File: config.mk
export PLATFORM = sky130hd
export DESIGN_NAME = delay_line_ctrl
export DESIGN_NICKNAME = d
export VERILOG_FILES = /design/src/rtl/delay_line_ctrl.sv
export SDC_FILE = /design/constraint.sdc
export NUM_CORES = 2
export LEC_CHECK = 0
export BUFFER_PORTS_ARGS = -buffer_cell sky130_fd_sc_hd__buf_2
export CORE_MARGIN = 5
export CORE_UTILIZATION = 45
export DETAILED_ROUTE_END_ITERATION = 16
export HOLD_SLACK_MARGIN = 0.15
export PLACE_DENSITY = 0.63
export SLEW_MARGIN = 20
export SYNTH_ARGS = -nofsm -noshare
export SYNTH_HDL_FRONTEND = slang
export SYNTH_SLANG_ARGS = --single-unit
File: constraint.sdc
create_clock -name clk -period 9 [get_ports clk]
set_input_delay 0 -clock clk [delete_from_list [all_inputs] [get_ports clk]]
set_output_delay 0 -clock clk [all_outputs]
set_load 0.05 [all_outputs]
File: src/rtl/delay_line_ctrl.sv
// Per-sample echo engine driving a dual-port delay BRAM: read the delayed word,
// write input + feedback*delayed, emit input + mix*delayed.
module delay_line_ctrl #(
    parameter int T = 20000,
    parameter int B = 15
) (
    input  logic          clk,
    input  logic          rst,
    input  logic          sample_valid,
    input  logic [31:0]   sample_in,
    input  logic [B-1:0]  delay_len,
    input  logic [7:0]    feedback,
    input  logic [7:0]    mix,
    output logic [31:0]   sample_out,
    output logic          out_valid,
    output logic          busy,
    output logic          dropped,
    output logic          mem_we,
    output logic [B-1:0]  mem_addr1,
    output logic [B-1:0]  mem_addr2,
    output logic [31:0]   mem_di,
    input  logic [31:0]   mem_do2
);

    localparam logic [1:0] S_IDLE = 2'd0;
    localparam logic [1:0] S_RD   = 2'd1;
    localparam logic [1:0] S_CALC = 2'd2;
    localparam logic [1:0] S_WR   = 2'd3;

    logic [1:0]         state;
    logic [B-1:0]       wr_ptr;
    logic [B-1:0]       d_clamp;
    logic [B-1:0]       rd_addr;
    logic [31:0]        x_r;
    logic [7:0]         fb_r;
    logic [7:0]         mix_r;
    logic signed [32:0] fbp_r;
    logic signed [32:0] wet_r;
    logic signed [32:0] fbp_next;
    logic signed [32:0] wet_next;
    logic [33:0]        sum_fb;
    logic [33:0]        sum_wet;
    logic [31:0]        sat_fb;
    logic [31:0]        sat_wet;
    logic [31:0]        mem_di_q;

    // Clamp to 34-bit sum into the signed 32-bit range.
    function automatic logic [31:0] sat32(input logic [33:0] s);
        if (!s[33] && (s[32:31] != 2'b00))
            return 32'h7FFF_FFFF;
        else if (s[33] && (s[32:31] != 2'b11))
            return 32'h8000_0000;
        else
            return s[31:0];
    endfunction

    // d >= 1 keeps the read off the slot being written this sample.
    always_comb begin
        d_clamp = delay_len;
        if (delay_len == '0)
            d_clamp = B'(1);
        else if (int'(delay_len) > T - 1)
            d_clamp = B'(T - 1);
        rd_addr = (wr_ptr >= d_clamp) ? (wr_ptr - d_clamp) : (wr_ptr + B'(T) - d_clamp);
    end

    // 41-bit signed products, arithmetic shift by 8 (Q0.8 gains).
    assign fbp_next = 33'(($signed({{9{mem_do2[31]}}, mem_do2}) * $signed({33'd0, fb_r})) >>> 8);
    assign wet_next = 33'(($signed({{9{mem_do2[31]}}, mem_do2}) * $signed({33'd0, mix_r})) >>> 8);

    assign sum_fb  = {{2{x_r[31]}}, x_r} + {fbp_r[32], fbp_r};
    assign sum_wet = {{2{x_r[31]}}, x_r} + {wet_r[32], wet_r};
    assign sat_fb  = sat32(sum_fb);
    assign sat_wet = sat32(sum_wet);

    always_ff @(posedge clk or posedge rst) begin
        if (rst) begin
            state      <= S_IDLE;
            wr_ptr     <= '0;
            mem_addr2  <= '0;
            sample_out <= '0;
            mem_di_q   <= '0;
            out_valid  <= 1'b0;
            dropped    <= 1'b0;
            x_r        <= '0;
            fb_r       <= '0;
            mix_r      <= '0;
            fbp_r      <= '0;
            wet_r      <= '0;
        end else begin
            out_valid <= 1'b0;
            dropped   <= sample_valid && (state != S_IDLE);
            case (state)
                S_IDLE: begin
                    if (sample_valid) begin
                        x_r       <= sample_in;
                        fb_r      <= feedback;
                        mix_r     <= mix;
                        mem_addr2 <= rd_addr;
                        state     <= S_RD;
                    end
                end
                S_RD: state <= S_CALC;
                S_CALC: begin
                    fbp_r <= fbp_next;
                    wet_r <= wet_next;
                    state <= S_WR;
                end
                S_WR: begin
                    mem_di_q   <= sat_fb;
                    sample_out <= sat_wet;
                    out_valid  <= 1'b1;
                    wr_ptr     <= (wr_ptr == B'(T - 1)) ? '0 : wr_ptr + B'(1);
                    state      <= S_IDLE;
                end
                default: state <= S_IDLE;
            endcase
        end
    end

    assign busy      = (state != S_IDLE);
    assign mem_we    = (state == S_WR);
    assign mem_addr1 = wr_ptr;
    // Write data is live during WR and held afterwards.
    assign mem_di    = mem_we ? sat_fb : mem_di_q;

endmodule

==> impl_metrics.json <==
{
  "routed_wirelength_mm": 76.5,
  "drt_first_pass_iters": 5,
  "synth_cell_type_count": 94,
  "num_rows": 94,
  "critPathSlowestCell": "dfrtp_1",
  "drv_cap": 0,
  "syn_inst": 3251,
  "synthFlopType": "dfrtp_1",
  "synth_area_mm2": 0.0300,
  "crit_chain": "and2_1 -> fa_1 -> fa_1 -> fa_1 -> inv_1 -> fa_1 -> inv_1 -> ha_1 -> a21o_1 -> a21o_1 -> a21oi_1 -> a211oi_1 -> o21bai_1 -> a211oi_1 -> o311a_1 -> or4_1 -> nand3_1",
  "synth_commonest_cells": "580 x inv_1, 407 x fa_1, 359 x nand2_1, 279 x and2_1, 258 x ha_1",
  "diodes": 0,
  "ys_seq_area_share_pct": 17.7,
  "fin_ws_ps": 2740,
  "max_freq_ghz": 0.160,
  "track_usage_pct": 21.2,
  "yosysWarnings": 0,
  "avgSynthCellArea_um2": 9.23,
  "area_growth_pct": 10.6,
  "cp.arrival_ps": 6770,
  "yosysTopAreaCellShare_pct": 27.2,
  "cts.sinks": 212,
  "report.final.slew_viol_count": 0,
  "grt_pass1_wl_mm": 124,
  "start_util_pct": 45.5,
  "ant_nets": 0,
  "insertion_delay_ps": 580,
  "yosysMostFrequentCell": "inv_1",
  "worstSetupEndpointType": "flop",
  "boundaryPins": 196,
  "root_buffer": "clkbuf_16",
  "clkTransAtPathRegs_ps": 60,
  "fp.dieW_um": 268,
  "gp_congestion": 0.910,
  "numCtsBuffers": 27,
  "drtIter0Drc": 1376,
  "syn_nets": 4014,
  "final_nets": 4179,
  "drive_gt1_share_pct": 11.4,
  "slew_headroom_pct": 21.8,
  "ff_latch_area_mm2": 0.00531,
  "pre_cts_slack_ps": 2480,
  "drc": 0,
  "worstMarginPinSlew_ps": 1160,
  "wl_per_cell_um": 17.8,
  "r2r_setup_slack_ps": 2740,
  "num-fill-cells": 6235,
  "startpoint_type": "flop",
  "die_area_mm2": 0.0719,
  "worstPathRequired_ps": 9510,
  "core-area_mm2": 0.0660,
  "vias": 22600,
  "critPathMaxStageDelay_ps": 1040,
  "fin_crit_ps": 6260,
  "place.port_buffers": 195,
  "critical_path_class": "flop to flop",
  "yosysTopAreaCell": "fa_1",
  "cts_setup_buffers": 0,
  "antenna_found_initial": 2,
  "grt_max_degree": 85,
  "cts-htree-levels": 1,
  "dpl.hpwl_mm": 60.2,
  "synthTopCellsByArea": "fa_1 27%, dfrtp_1 18%, ha_1 11%",
  "cts_tree": "done",
  "cpLargestDelayFamily": "adder cells",
  "postSynth.asyncResetShare_pct": 100,
  "rsz0062_at_grt": "false",
  "cp_num_buf_inv": 2,
  "grt_pass1_vias": 22800,
  "synth_edf_count": 0,
  "cts-resized-gates": 0,
  "synth-seq-cells": 212,
  "critPathMostFrequentCell": "fa_1",
  "hp-class": "input pin to flop",
  "multi_input_area_mm2": 0.0220,
  "grt-ovfl-total": 0,
  "setup_tns_ps": 0,
  "outcome": "complete, no violations",
  "finalSetupViolCount": 0,
  "cts-hold-fix-buffers": 56,
  "die_h_um": 268,
  "post_drt_via_cell_ratio": 5.25,
  "post-route-period-util_pct": 69.5,
  "critical_path_peak_fanout": 33,
  "skew_ps": 23.1,
  "clock_tree.buffer_depth": 3,
  "hold_viol": 0
}
## cell type report
type	count	area share, %
Inverter	582	6.61
Clock buffer	31	2.11
Multi-Input combinational cell	2323	66.3
Sequential cell	212	16.0
Tap cell	864	3.26
Timing Repair Buffer	270	5.06
Clock inverter	15	0.716
## cells by family after synthesis
kind of cell / count (synthesis) / synth area share [%]
mux: 104 / 3.87
fa+ha+maj: 665 / 37.9
buf+inv: 716 / 9.10
flops: 212 / 17.7
simple gates: 907 / 15.1
xor+xnor: 146 / 4.26
compound gates: 501 / 12.1
## per-layer routing
metal / part of all wire (%) / vias to the layer above / GRT usage (%)
met1: 48 / 11200 / 32.2
met2: 44 / 520 / 32.8
met5: 0 / - / 0
met4: 1.9 / 0 / 3.95
met3: 5.7 / 79 / 3.20
li1: - / 10800 / -
## cells in the final DEF, fill, tap and decap left out, types with 7 or more instances in the layout
master / count
ha_1: 257
o211ai_1: 13
nand2b_1: 13
a21boi_0: 9
buf_4: 19
o21ai_0: 79
nand3_1: 35
nor4_1: 9
nand2_1: 358
mux2_2: 92
inv_1: 579
fa_1: 407
nor2_1: 84
nor3_1: 34
xor2_1: 47
or3_1: 13
and2_1: 279
mux2i_1: 11
clkbuf_16: 27
and3_1: 12
o31ai_1: 14
dlygate4sd3_1: 56
a21o_1: 57
o21a_1: 24
a221o_1: 57
nor2b_1: 15
a211oi_1: 16
a21oi_1: 105
buf_2: 195
nand4_1: 20
or2_2: 7
dfrtp_1: 211
o21bai_1: 19
a31oi_1: 21
xnor2_1: 99
## flip-flops by register name, summed over array words and instances (netlist names)
| name | cells |
|---|---|
| out_valid | 1 |
| mix_r | 8 |
| x_r | 32 |
| state | 2 |
| fbp_r | 33 |
| sample_out | 32 |
| fb_r | 8 |
| dropped | 1 |
| wet_r | 33 |
| mem_di_q | 32 |
| mem_addr2 | 15 |
| mem_addr1 | 15 |
## worst paths after layout
| path | cells past startpoint | from | to |
|---|---|---|---|
| min | 7 | delay_len[4] | mem_addr2[4] |
| max | 17 | mix_r[4] | wet_r[32] |
| min in group asynchronous | 4 | rst | mem_di_q[5] |
| max in group asynchronous | 5 | rst | x_r[26] |
| max reg2reg | 17 | mix_r[4] | wet_r[32] |
| min reg2reg | 2 | mem_addr2[8] | mem_addr2[8] |
## worst register-to-register path: stages (launching register included)
cell and delay, ps:
dfrtp_1 1040, and2_1 280, fa_1 450, fa_1 510, fa_1 490, inv_1 50
fa_1 470, inv_1 40, ha_1 320, a21o_1 170, a21o_1 170, a21oi_1 230
a211oi_1 150, o21bai_1 520, a211oi_1 280, o311a_1 460, or4_1 500, nand3_1 70
## metrics by stage
step                utilization (%)  instances  instance area [um2]  hold WS, ps
detailed placement             48.0       4195                31700          143
global route                   50.3       4297                33200          179
global placement               48.0       4195                31700          144
floorplan                         -       3251                30000         86.3
CTS                            50.3       4297                33200          153
finish                         50.3       4297                33200          177
Power is not shown: default switching activity piles up to over one toggle a cycle in this logic, so the estimate is an artifact.
